## src/rtl/div_unit.sv

```systemverilog
// rtl/div_unit.sv - iterative radix-2 restoring divider serving DIV/DIVU beside the ALU
module div_unit #(
    parameter int WIDTH = 32
) (
    input  logic               clk,
    input  logic               rst,
    input  logic               start,
    input  logic               signed_div,
    input  logic [WIDTH-1:0]   a,
    input  logic [WIDTH-1:0]   b,
    input  logic               annul,
    output logic               stall,
    output logic               ready,
    output logic [2*WIDTH-1:0] result
);
    localparam int CW = (WIDTH > 1) ? $clog2(WIDTH) : 1;
    localparam logic [CW-1:0] LAST = CW'(WIDTH - 1);

    typedef enum logic [1:0] {IDLE, DIVZERO, ON, END} state_t;

    state_t           state;
    state_t           state_nxt;
    logic [CW-1:0]    count;
    logic [2*WIDTH:0] work;
    logic [2*WIDTH:0] work_shl;
    logic [2*WIDTH:0] work_nxt;
    logic [WIDTH:0]   diff;
    logic [WIDTH-1:0] divisor;
    logic [WIDTH-1:0] mag_a;
    logic [WIDTH-1:0] mag_b;
    logic [WIDTH-1:0] rem_fix;
    logic [WIDTH-1:0] quo_fix;
    logic             qsign;
    logic             rsign;
    logic             b_zero;
    logic             accept;
    logic             step;
    logic             finish_div;
    logic             finish_zero;

    assign b_zero = (b == '0);
    assign mag_a  = (signed_div && a[WIDTH-1]) ? -a : a;
    assign mag_b  = (signed_div && b[WIDTH-1]) ? -b : b;

    always_ff @(posedge clk) begin
        if (rst) begin
            state <= IDLE;
        end else begin
            state <= state_nxt;
        end
    end

    always_comb begin
        state_nxt = state;
        case (state)
            IDLE: begin
                if (start && !annul) begin
                    state_nxt = b_zero ? DIVZERO : ON;
                end
            end
            DIVZERO: state_nxt = annul ? IDLE : END;
            ON: begin
                if (annul) begin
                    state_nxt = IDLE;
                end else if (count == LAST) begin
                    state_nxt = END;
                end
            end
            END:     state_nxt = IDLE;
            default: state_nxt = IDLE;
        endcase
    end

    always_comb begin
        accept      = 1'b0;
        step        = 1'b0;
        finish_div  = 1'b0;
        finish_zero = 1'b0;
        case (state)
            IDLE:    accept = start & ~annul;
            DIVZERO: finish_zero = ~annul;
            ON: begin
                step       = ~annul;
                finish_div = ~annul & (count == LAST);
            end
            default: ;
        endcase
        stall = accept | (((state == DIVZERO) || (state == ON)) & ~annul);
    end

    // Upper WIDTH+1 bits hold the partial remainder; a borrow in diff[WIDTH] restores.
    always_comb begin
        work_shl = work << 1;
        diff     = work_shl[2*WIDTH:WIDTH] - {1'b0, divisor};
        work_nxt = diff[WIDTH] ? work_shl : {diff, work_shl[WIDTH-1:1], 1'b1};
        rem_fix  = rsign ? -work_nxt[2*WIDTH-1:WIDTH] : work_nxt[2*WIDTH-1:WIDTH];
        quo_fix  = qsign ? -work_nxt[WIDTH-1:0] : work_nxt[WIDTH-1:0];
    end

    always_ff @(posedge clk) begin
        if (rst) begin
            work    <= '0;
            divisor <= '0;
            qsign   <= 1'b0;
            rsign   <= 1'b0;
            count   <= '0;
            ready   <= 1'b0;
            result  <= '0;
        end else begin
            ready <= finish_div | finish_zero;
            if (accept) begin
                // A zero divisor keeps the raw dividend so it can be returned in HI.
                work    <= {{(WIDTH+1){1'b0}}, (b_zero ? a : mag_a)};
                divisor <= mag_b;
                qsign   <= signed_div & (a[WIDTH-1] ^ b[WIDTH-1]);
                rsign   <= signed_div & a[WIDTH-1];
                count   <= '0;
            end else if (step) begin
                work  <= work_nxt;
                count <= count + 1'b1;
            end
            if (finish_div) begin
                result <= {rem_fix, quo_fix};
            end else if (finish_zero) begin
                result <= {work[WIDTH-1:0], {WIDTH{1'b1}}};
            end
        end
    end
endmodule

```

## config.mk

```make
export PLATFORM = sky130hd
export DESIGN_NAME = div_unit
export DESIGN_NICKNAME = d
export VERILOG_FILES = /design/src/rtl/div_unit.sv
export SDC_FILE = /design/constraint.sdc
export NUM_CORES = 1
export LEC_CHECK = 0
export CAP_MARGIN = 20
export CORE_UTILIZATION = 52
export DETAILED_ROUTE_END_ITERATION = 8
export PLACE_DENSITY = 0.8
export RECOVER_POWER = 50
export SLEW_MARGIN = 20
export SYNTH_ARGS = -nofsm -noshare
export SYNTH_HDL_FRONTEND = slang
export SYNTH_SLANG_ARGS = --single-unit
```

## constraint.sdc

```tcl
create_clock -name clk -period 5.2 [get_ports clk]
set_input_delay 0.78 -clock clk [delete_from_list [all_inputs] [get_ports clk]]
set_output_delay 0.78 -clock clk [all_outputs]
set_load 0.05 [all_outputs]
```

==> flow_summary_export.csv <==
group,metric,value,unit
status,status,"finished, violations left",
status,violations,"capacitance limit, slew limit",
yosys,synth_seq_cells,170,
worst_setup_path,worstPathMaxFanout,5,
worst_setup_path,path_class,"flop to flop",
global_routing,grt_first_pass_wirelength,61900,µm
clock_network,clkSinkCount,170,
sta,slew_headroom,-0.812,
placement,placed_cell_area,0.0140,mm²
worst_setup_path,endpoint_kind,"flop",
yosys,synthTopCellsByArea,"dfxtp_1 27%, nand2_1 7.0%, a211oi_1 6.7%",
final_layout,final_nets,1842,
worst_setup_path,critical_path_arrival,5.45,ns
power,p_per_area,620,mW/mm²
power,p_leak,5.37,nW
global_routing,grt_antenna_before_repair,0,
floorplanning,io_pins,135,
yosys,synth_ff_type,"dfxtp_1",
clock_network,clkTransAtPathRegs,0.09,ns
yosys,yosys_warnings,0,
floorplanning,die_x,156,µm
clock_network,hold_buffers,0,
floorplanning,fp.dieH,156,µm
job,drv_cap,2,
global_routing,grt_pass1_vias,11700,
sta,holdWs,0.466,ns
detailed_routing,dr_wl_met2,17700,µm
yosys,synthDominantCellAreaShare,0.275,
detailed_routing,wl_per_cell,18.9,µm
worst_setup_path,r2r-start,"work[31]",
placement,dpl.hpwl,29100,µm
min_path,holdPathStages,2,
global_routing,grt_max_degree,98,
clock_network,cts_buffers,17,
yosys,synth.most_common_cell,"nand2_1",
worst_setup_path,critPathRequiredTime,5.58,ns
detailed_routing,num_vias,12900,
sta,period_needed,5.07,ns
worst_setup_path,rrSetupSlack,0.13,ns
clock_network,cts_root_buf,"clkbuf_16",
floorplanning,start_util,0.529,
yosys,synth.avg_cell_area,7.54,µm²
final_layout,fin_util,0.628,
yosys,yosys.area.top_type,"dfxtp_1",
yosys,synth_edf_count,0,
global_routing,grt.total_usage,0.321,
detailed_routing,drt_pass1_iterations,5,
sta,worst_pin_slew,2.72,ns
yosys,syn_nets,1753,
min_path,hold_start,"divisor[31]",
yosys,synthTopCellsByCount,"231 x nand2_1, 190 x nor2_1, 170 x dfxtp_1",
sta,hold_violations,0,
detailed_routing,post-route-drc-count,0,
worst_setup_path,reg2reg_to,"result[54]",
yosys,ys_seq_area_frac,0.275,
yosys,ys_types,94,
detailed_routing,ant_nets,0,
worst_setup_path,cp_top_family,"compound AO/OA/AOI/OAI gates",
placement,pre_cts_slack,0.0859,ns
sta,finalSetupTns,0,ns
detailed_routing,wl_met1,16800,µm
sta,worst_slack,0.133,ns
worst_setup_path,critPathLaunchType,"flop",
detailed_routing,totalWireLength,39100,µm
min_path,hold_end,"divisor[31]",
final_layout,final_area,0.0147,mm²
placement,portBuffers,134,
detailed_routing,dr_wl_met3,3450,µm
floorplanning,rows,56,
floorplanning,core_area,0.0234,mm²
worst_setup_path,slowest_stage,"or4_1",
detailed_routing,viasPerCell,6.26,
clock_network,cts_buffer_depth,2,
worst_setup_path,crit_top_cell,"inv_2",
worst_setup_path,path_cells,"inv_2, ha_4, inv_2, fa_2, a211oi_4, o211ai_2, a211oi_2, a2111oi_4, o21a_2, nor2_4, mux2_4, inv_4, ha_4, inv_2, nor4_4, o2111ai_1, a2111oi_4, o211ai_1, or3_4, or4_1, nand3_1",
floorplanning,die_area,0.0244,mm²
clock_network,cts_tree,"built",
detailed_routing,drtIter0Drc,1451,
yosys,synth_cells,1642,
detailed_routing,routed.top_layer,"met4",
worst_setup_path,r2r_cells,21,
sta,fin_crit_sh,0.974,
final_layout,area_growth,18.8,%
sta,fmax,197,MHz
clock_network,clk_latency,0.45,ns
final_layout,nFillCells,2148,
worst_setup_path,cp_slowest_stage_delay,0.51,ns
sta,finalSetupViolCount,0,
yosys,synth_area,0.0124,mm²
clock_network,htree_levels,4,
global_routing,overflow,0,
final_layout,drive_above_1_share,0.0803,
final_layout,insertedDiodeCount,0,
min_path,hold_class,"flop to flop",
yosys,async_flop_share,0,
sta,slew_viol_final,105,
sta,finalClockSkew,0.0175,ns
placement,gpl.final_weighted_congestion,0.944,
power,ir_worst_vdd,0.472,mV
worst_setup_path,cp.buffers_inverters,4,
[state kept, by name (all words and copies together), names as in the netlist]
register and count:
work 64, rsign 1, qsign 1, count 5
state 2, divisor 32, result 64, ready 1
[worst max path at each step]
stage / start / to / slack, ns / cells past startpoint
final: work[31] / result[54] / 0.13 / 21
after global routing: work[31] / result[56] / -0.04 / 22
after CTS: work[31] / result[54] / 0.03 / 21
after detailed placement: work[31] / result[54] / 0.09 / 21
after global placement: work[31] / result[54] / 0.13 / 21
after floorplan: work[31] / result[54] / 0.009 / 23
[area by class of cell]
cell class              instances  area, µm²  share of cell area
multi-input cells            1302       8370               0.569
clock inverters                15        194              0.0132
inverters                      60        230              0.0157
repair buffers                180       1680               0.114
flip-flops and latches        170       3400               0.232
well taps                     319        399              0.0272
clock buffers                  17        425              0.0289
[cells in the final DEF, fill, tap and decap left out, types with 17 or more instances in the layout]
master,n
nor3_1,45
a311oi_1,42
xnor2_1,56
clkbuf_16,17
nand3_1,29
a21oi_1,79
a211oi_1,110
nor2_1,190
o31ai_1,25
xor2_1,66
o21ai_0,76
and3_1,22
mux2i_1,29
clkdlybuf4s50_1,67
inv_1,55
nand2_1,231
ha_1,39
nor4_1,18
dfxtp_1,169
dlygate4sd3_1,66
buf_4,45
or3_1,18
[tightest hold or removal path: cells and delay by family (launching register included)]
family / cells / cell delay, ns
flip-flops: 1 / 0.31
AND/OR/NAND/NOR: 1 / 0.06
AO/OA/AOI/OAI: 1 / 0.05
[cells by family after synthesis]
kind of cell               share of synthesized area
AOI/OAI and AO/OA                              0.274
xor gates and xnor gates                      0.0863
adders and majority gates                     0.0431
buffers and inverters                         0.0570
and+or+nand+nor                                0.233
DFF                                            0.275
muxes                                         0.0316
[metrics by stage]
step                instances  power, W
floorplan                1642   0.00600
global placement         2027   0.00751
detailed placement       2027   0.00758
CTS                      2059   0.00892
global route             2063   0.00966
finish                   2063   0.00912
[where the power goes]
group	internal (W)	switching [W]	total [W]
Clock	0.000660	0.000671	0.00133
Combinational	0.00218	0.00385	0.00603
Sequential	0.00151	0.000242	0.00176
Total	0.00435	0.00476	0.00912
[routing by layer]
| layer | vias up | track usage |
|---|---|---|
| met4 | 0 | 0.106 |
| met5 | - | 0 |
| met1 | 5998 | 0.435 |
| met3 | 88 | 0.0662 |
| met2 | 638 | 0.507 |
| li1 | 6188 | - |
[what timing repair did]
item | in CTS | in global routing
resized for setup | 1 | 7
hold endpoints to repair | 0 | 0
setup buffers | 0 | 4
setup endpoints to repair | 1 | 8
pin swaps | 0 | 16
(Power assumes the default switching activity.)
